**config.mk**
```make
export PLATFORM = sky130hd
export DESIGN_NAME = dot_product_sequencer_flat
export DESIGN_NICKNAME = d
export VERILOG_FILES = /design/src/rtl/dot_product_pkg.sv /design/src/rtl/dot_product_sequencer_if.sv /design/src/rtl/dot_product_sequencer_mac_unit.sv /design/src/rtl/dot_product_sequencer.sv /design/src/flat_wrapper.sv
export SDC_FILE = /design/constraint.sdc
export NUM_CORES = 2
export LEC_CHECK = 0
export ABC_AREA = 1
export CORE_MARGIN = 2
export CORE_UTILIZATION = 55
export DETAILED_ROUTE_END_ITERATION = 12
export GPL_TIMING_DRIVEN = 0
export PLACE_DENSITY = 0.79
export REMOVE_ABC_BUFFERS = 1
export SETUP_SLACK_MARGIN = 0.3
export SLEW_MARGIN = 30
export SYNTH_ARGS = -nofsm -noshare
export SYNTH_HDL_FRONTEND = slang
export SYNTH_SLANG_ARGS = --single-unit
```
**constraint.sdc**
```tcl
create_clock -name clk -period 18 [get_ports clk]
set_input_delay 2.7 -clock clk [delete_from_list [all_inputs] [get_ports clk]]
set_output_delay 2.7 -clock clk [all_outputs]
set_load 0.01 [all_outputs]
```
**src/rtl/dot_product_pkg.sv**
```systemverilog
// -----------------------------------------------------------------------------
// dot_product_pkg
// Shared definitions for the dot-product sequencer:
//   state_t    - sequencer FSM state encoding
//   acc_width  - accumulator width that cannot overflow while summing
//                vec_len products of two data_width-bit unsigned operands
// -----------------------------------------------------------------------------
package dot_product_pkg;

    typedef enum logic [2:0] {
        IDLE  = 3'd0,
        READ  = 3'd1,
        DRAIN = 3'd2,
        WRITE = 3'd3,
        DONE  = 3'd4
    } state_t;

    // Each product needs 2*data_width bits; summing vec_len of them adds
    // clog2(vec_len) carry bits.
    function automatic int acc_width(input int data_width, input int vec_len);
        return 2 * data_width + $clog2(vec_len);
    endfunction

endpackage

```
**src/rtl/dot_product_sequencer_if.sv**
```systemverilog
// -----------------------------------------------------------------------------
// dot_product_sequencer_if
// Memory-side bus of the dot-product sequencer.
//   rd_en / rd_addr        - read strobe and address shared by both source memories
//   rd_data_a / rd_data_b  - source words, valid the cycle after rd_en
//   wr_en / wr_addr        - result memory write strobe and address
//   wr_data                - result word
// master: the sequencer; slave: the memories.
// -----------------------------------------------------------------------------
interface dot_product_sequencer_if #(
    parameter int DATA_WIDTH   = 32,
    parameter int ADDR_WIDTH   = 5,
    parameter int RESULT_WIDTH = 32
);

    logic                    rd_en;
    logic [ADDR_WIDTH-1:0]   rd_addr;
    logic [DATA_WIDTH-1:0]   rd_data_a;
    logic [DATA_WIDTH-1:0]   rd_data_b;
    logic                    wr_en;
    logic [ADDR_WIDTH-1:0]   wr_addr;
    logic [RESULT_WIDTH-1:0] wr_data;

    modport master (
        output rd_en, rd_addr, wr_en, wr_addr, wr_data,
        input  rd_data_a, rd_data_b
    );

    modport slave (
        input  rd_en, rd_addr, wr_en, wr_addr, wr_data,
        output rd_data_a, rd_data_b
    );

endinterface

```
**src/rtl/dot_product_sequencer_mac_unit.sv**
```systemverilog
// -----------------------------------------------------------------------------
// mac_unit
// Unsigned multiply-accumulate register.
//   clk, rst_n - clock, synchronous active-low reset
//   clear      - zero the accumulator (takes priority over en)
//   en         - add a*b to the accumulator this cycle
//   a, b       - unsigned operands
//   acc        - accumulator value
// -----------------------------------------------------------------------------
module mac_unit #(
    parameter int DATA_WIDTH = 32,
    parameter int ACC_WIDTH  = 66
) (
    input  logic                  clk,
    input  logic                  rst_n,
    input  logic                  clear,
    input  logic                  en,
    input  logic [DATA_WIDTH-1:0] a,
    input  logic [DATA_WIDTH-1:0] b,
    output logic [ACC_WIDTH-1:0]  acc
);

    logic [2*DATA_WIDTH-1:0] product;

    // Operands widened first so the multiply keeps the full product.
    assign product = {{DATA_WIDTH{1'b0}}, a} * {{DATA_WIDTH{1'b0}}, b};

    // NOTE: registers use non-blocking assignments so every flop samples
    // pre-edge values; reset is synchronous (checked only on the clock edge).
    always_ff @(posedge clk) begin
        if (!rst_n) begin
            acc <= '0;
        end else if (clear) begin
            acc <= '0;
        end else if (en) begin
            acc <= acc + ACC_WIDTH'(product);
        end
    end

endmodule

```
**src/rtl/dot_product_sequencer.sv**
```systemverilog
// -----------------------------------------------------------------------------
// dot_product_sequencer
// Reads VEC_LEN word pairs from two source memories at base_addr+k, sums their
// unsigned products and writes the result to the next slot of a result memory.
//   clk, rst_n - clock, synchronous active-low reset
//   start      - one-cycle request, accepted only when idle
//   base_addr  - first source address, sampled with start
//   mem        - memory bus (master side)
//   busy       - operation in progress (cycle after start through DONE)
//   done       - one-cycle completion pulse
//   overflow   - last result did not fit in RESULT_WIDTH; held until next start
// -----------------------------------------------------------------------------
module dot_product_sequencer
    import dot_product_pkg::*;
#(
    parameter int DATA_WIDTH   = 32,
    parameter int ADDR_WIDTH   = 5,
    parameter int RESULT_WIDTH = 32,
    parameter int VEC_LEN      = 4
) (
    input  logic                  clk,
    input  logic                  rst_n,
    input  logic                  start,
    input  logic [ADDR_WIDTH-1:0] base_addr,
    dot_product_sequencer_if.master mem,
    output logic                  busy,
    output logic                  done,
    output logic                  overflow
);

    localparam int ACC_WIDTH = acc_width(DATA_WIDTH, VEC_LEN);
    localparam logic [ADDR_WIDTH-1:0] LAST_IDX = ADDR_WIDTH'(VEC_LEN - 1);

    state_t                state;
    state_t                next_state;
    logic [ADDR_WIDTH-1:0] base_q;
    logic [ADDR_WIDTH-1:0] idx;
    logic [ADDR_WIDTH-1:0] ptr;
    logic                  rd_valid_q;
    logic                  ovf_q;
    logic                  accept;
    logic [ACC_WIDTH-1:0]  acc;

    assign accept   = (state == IDLE) && start;
    assign overflow = ovf_q;

    always_ff @(posedge clk) begin
        if (!rst_n) begin
            state <= IDLE;
        end else begin
            state <= next_state;
        end
    end

    // NOTE: every output of this block gets a default before the case so no
    // path leaves a signal unassigned, which would infer a latch.
    always_comb begin
        next_state   = state;
        busy         = 1'b1;
        done         = 1'b0;
        mem.rd_en    = 1'b0;
        mem.rd_addr  = '0;
        mem.wr_en    = 1'b0;
        mem.wr_addr  = '0;
        mem.wr_data  = '0;
        case (state)
            IDLE: begin
                busy = 1'b0;
                if (start) next_state = READ;
            end
            READ: begin
                mem.rd_en   = 1'b1;
                mem.rd_addr = base_q + idx;   // wraps modulo 2^ADDR_WIDTH
                if (idx == LAST_IDX) next_state = DRAIN;
            end
            DRAIN: begin
                // Last read's data is being accumulated this cycle.
                next_state = WRITE;
            end
            WRITE: begin
                mem.wr_en   = 1'b1;
                mem.wr_addr = ptr + ADDR_WIDTH'(1);
                mem.wr_data = acc[RESULT_WIDTH-1:0];
                next_state  = DONE;
            end
            DONE: begin
                done       = 1'b1;
                next_state = IDLE;
            end
            default: next_state = IDLE;
        endcase
    end

    always_ff @(posedge clk) begin
        if (!rst_n) begin
            base_q     <= '0;
            idx        <= '0;
            ptr        <= '0;
            rd_valid_q <= 1'b0;
            ovf_q      <= 1'b0;
        end else begin
            // Read data arrives one cycle after the strobe.
            rd_valid_q <= (state == READ);
            if (accept) begin
                base_q <= base_addr;
                idx    <= '0;
                ovf_q  <= 1'b0;
            end else if (state == READ) begin
                idx <= idx + ADDR_WIDTH'(1);
            end
            if (state == WRITE) begin
                ptr   <= ptr + ADDR_WIDTH'(1);
                ovf_q <= |acc[ACC_WIDTH-1:RESULT_WIDTH];
            end
        end
    end

    mac_unit #(
        .DATA_WIDTH (DATA_WIDTH),
        .ACC_WIDTH  (ACC_WIDTH)
    ) u_mac (
        .clk   (clk),
        .rst_n (rst_n),
        .clear (accept),
        .en    (rd_valid_q),
        .a     (mem.rd_data_a),
        .b     (mem.rd_data_b),
        .acc   (acc)
    );

endmodule

```
**src/flat_wrapper.sv**
```systemverilog
// flat-port wrapper written by rule: the top's interface ports become plain ports
module dot_product_sequencer_flat import dot_product_pkg::*;
#(
    parameter int DATA_WIDTH   = 32,
    parameter int ADDR_WIDTH   = 5,
    parameter int RESULT_WIDTH = 32,
    parameter int VEC_LEN      = 4
)
  (clk, rst_n, start, base_addr, busy, done, overflow, mem_rd_en, mem_rd_addr, mem_wr_en, mem_wr_addr, mem_wr_data, mem_rd_data_a, mem_rd_data_b);
  dot_product_sequencer_if #(.DATA_WIDTH(DATA_WIDTH), .ADDR_WIDTH(ADDR_WIDTH), .RESULT_WIDTH(RESULT_WIDTH)) mem_i ();
  input  logic clk;
  input  logic rst_n;
  input  logic start;
  input  logic [ADDR_WIDTH-1:0] base_addr;
  output logic busy;
  output logic done;
  output logic overflow;
  output wire logic [$bits(mem_i.rd_en)-1:0] mem_rd_en;
  output wire logic [$bits(mem_i.rd_addr)-1:0] mem_rd_addr;
  output wire logic [$bits(mem_i.wr_en)-1:0] mem_wr_en;
  output wire logic [$bits(mem_i.wr_addr)-1:0] mem_wr_addr;
  output wire logic [$bits(mem_i.wr_data)-1:0] mem_wr_data;
  input wire logic [$bits(mem_i.rd_data_a)-1:0] mem_rd_data_a;
  input wire logic [$bits(mem_i.rd_data_b)-1:0] mem_rd_data_b;
  assign mem_rd_en = mem_i.rd_en;
  assign mem_rd_addr = mem_i.rd_addr;
  assign mem_wr_en = mem_i.wr_en;
  assign mem_wr_addr = mem_i.wr_addr;
  assign mem_wr_data = mem_i.wr_data;
  assign mem_i.rd_data_a = mem_rd_data_a;
  assign mem_i.rd_data_b = mem_rd_data_b;
  dot_product_sequencer #(.DATA_WIDTH(DATA_WIDTH), .ADDR_WIDTH(ADDR_WIDTH), .RESULT_WIDTH(RESULT_WIDTH), .VEC_LEN(VEC_LEN)) u_core (.clk(clk), .rst_n(rst_n), .start(start), .base_addr(base_addr), .mem(mem_i), .busy(busy), .done(done), .overflow(overflow));
endmodule
```
==> flow_metrics.py <==
metrics = {
    "status": {
        "status": "completed",
    },
    "cts": {
        "post-cts-setup-buffers": 0,
        "cts_buffers": 9,
        "numClockSinks": 86,
        "cts.repair.resized": 0,
        "holdBufCountCts": 0,
        "worstSkewPairLatency_ns": 0.38,
        "clk_path_buf_depth": 2,
        "path_clk_slew_ns": 0.08,
        "tritoncts": "built",
        "root_buffer": "clkbuf_16",
        "htreeDepth": 3,
    },
    "route": {
        "dr_wl_met3_mm": 8.70,
        "vias_per_cell": 5.09,
        "routedWlPerCell_um": 16.2,
        "routed.top_layer": "met4",
        "vias": 33549,
        "dr.pass1.iters": 6,
        "route.detailed.drc": 0,
        "ant_nets": 0,
        "dr.first_iter.drc_count": 2111,
        "drt-total-wl_mm": 107,
        "wl_met2_mm": 52.5,
        "met1_length_mm": 42.1,
    },
    "final_layout": {
        "seq_area_mm2": 0.00173,
        "instances_no_fill": 6593,
        "multi_input_area_mm2": 0.0315,
        "fillers": 6605,
        "final_cell_mix": "inv_1 (1968), nand2_1 (1629), fa_1 (963)",
        "final_cell_area_mm2": 0.0442,
        "final_common_cell": "inv_1",
        "syn_to_final_growth_pct": 6.58,
        "finalNetCount": 6913,
        "antenna_cells": 0,
        "drive_gt1_frac": 0.0349,
    },
    "timing": {
        "clock.fmax_ghz": 0.105,
        "finalClockSkew_ns": 0.0137,
        "setup_viol": 0,
        "final.period_utilization": 0.529,
        "rsz0062_at_grt": "no",
        "finalMaxSlewViolations": 0,
        "min_period_ns": 9.53,
        "tns_ns": 0,
        "tightest_slew_ns": 0.851,
        "final-hold-violation-count": 0,
        "relSlewSlack": 0.433,
    },
    "floorplan": {
        "fp-row-count": 100,
        "die_w_um": 279,
        "initial_utilization": 0.556,
        "die_area_mm2": 0.0776,
        "io_pins": 119,
        "core-area_mm2": 0.0746,
        "die_h_um": 279,
    },
    "critical_path": {
        "worst-path-max-fanout": 32,
        "crit_arrival_ns": 9.79,
        "worstSetupPathType": "input pin to flop",
        "cpMaxStageDelayCell": "buf_2",
        "required_ns": 18.27,
        "slowest_delay_ns": 0.63,
        "cp_common_cell": "fa_1",
        "cpLargestDelayFamily": "adder cells",
        "endpoint_kind": "flop",
        "critPathLaunchType": "input pin",
        "timing.critical_path.buf_inv": 8,
    },
    "synth": {
        "syn-cell-area_mm2": 0.0414,
        "yosys-top-cells-area": "fa_1 (47%), inv_1 (18%), nand2_1 (15%), ha_1 (7.8%), dfxtp_1 (4.2%)",
        "synth_ff_type": "dfxtp_1",
        "ys_types": 39,
        "synth_edf_count": 0,
        "avgSynthCellArea_um2": 7.33,
        "synth.top_cell.area_share": 0.465,
        "ys_seq_area_frac": 0.0415,
        "synth_cells": 5658,
        "ys_ff_latch": 86,
        "yosys_warnings": 0,
        "async_reset_ff_frac": 0,
        "yosysTopAreaCell": "fa_1",
    },
    "global_routing": {
        "grt_pass1_vias": 36311,
        "grt-ovfl-total": 0,
        "grt_max_degree": 79,
        "grt_pass1_wl_mm": 181,
        "gr-usage-all-layers": 0.291,
        "antenna_found_initial": 0,
    },
    "place": {
        "gp_congestion": 1.01,
        "placedInstanceArea_mm2": 0.0439,
        "placed_cells": 6577,
        "io_buffers": 118,
        "hpwlAfterDp_mm": 93.3,
    },
    "job": {
        "maxCapViolations": 0,
    },
    "hold_path": {
        "hp-class": "flop to flop",
    },
}
==> state kept, by name, indices dropped and copies added, names as in the netlist <==
| signal | count |
|---|---|
| u_core.u_mac.acc | 66 |
| u_core.state | 3 |
| u_core.overflow | 1 |
| u_core.base_q | 5 |
| u_core.ptr | 5 |
| u_core.idx | 5 |
| u_core.rd_valid_q | 1 |
==> through the flow <==
stage / worst slack, ns / hold slack, ns / utilization
floorplan: 9.57 / 0.427 / -
global placement: 7.03 / 0.444 / 0.577
detailed placement: 8.19 / 0.453 / 0.588
CTS: 8.55 / 0.464 / 0.592
global route: 8.16 / 0.489 / 0.592
finish: 8.47 / 0.460 / 0.592
==> routing by layer <==
layer,vias to the layer above,track usage
met5,-,0
met1,16465,0.372
li1,15357,-
met4,0,0.0913
met2,1443,0.511
met3,284,0.0443
==> final cells by class <==
cell class / count / area share
Inverter: 1972 / 0.168
Multi-Input combinational cell: 3382 / 0.713
Tap cell: 969 / 0.0274
Sequential cell: 86 / 0.0391
Clock buffer: 9 / 0.00510
Timing Repair Buffer: 168 / 0.0462
Clock inverter: 7 / 0.00156
==> tightest hold or removal path, cell delays in order (launching register included) <==
cell,delay [ns]
dfxtp_1,0.32
inv_1,0.05
a21oi_1,0.05
==> path summary, 6_finish.rpt <==
path / from / end / slack (ns) / cells after the start
max: mem_rd_data_b[9] / u_core.u_mac.acc[53] / 8.47 / 26
max reg2reg: u_core.u_mac.acc[18] / u_core.u_mac.acc[54] / 11.20 / 28
min: u_core.base_q[0] / u_core.base_q[0] / 0.46 / 2
min reg2reg: u_core.base_q[0] / u_core.base_q[0] / 0.46 / 2
==> synth_stat cells (3+ instances only) <==
cell and count:
a21oi_1 120, a31oi_1 6, buf_2 11, clkbuf_1 205, dfxtp_1 86, fa_1 963
ha_1 259, inv_1 1969, nand2_1 1630, nand2_2 19, nand3_1 74, nand3_2 7
nand4_1 15, nor2_1 139, nor2_2 23, nor3_1 9, nor3_2 5, nor3b_1 3
nor4_1 4, o21ai_0 45, o21ai_1 4, o21bai_1 5, xnor2_1 8, xor2_1 26
==> logic make-up after synthesis <==
family          synth area share
xor+xnor                 0.00719
flops                     0.0415
compound gates            0.0236
buf+inv                    0.199
fa+ha+maj                  0.543
simple gates               0.186
Power is not shown: default switching activity piles up to over one toggle a cycle in this logic, so the estimate is an artifact.
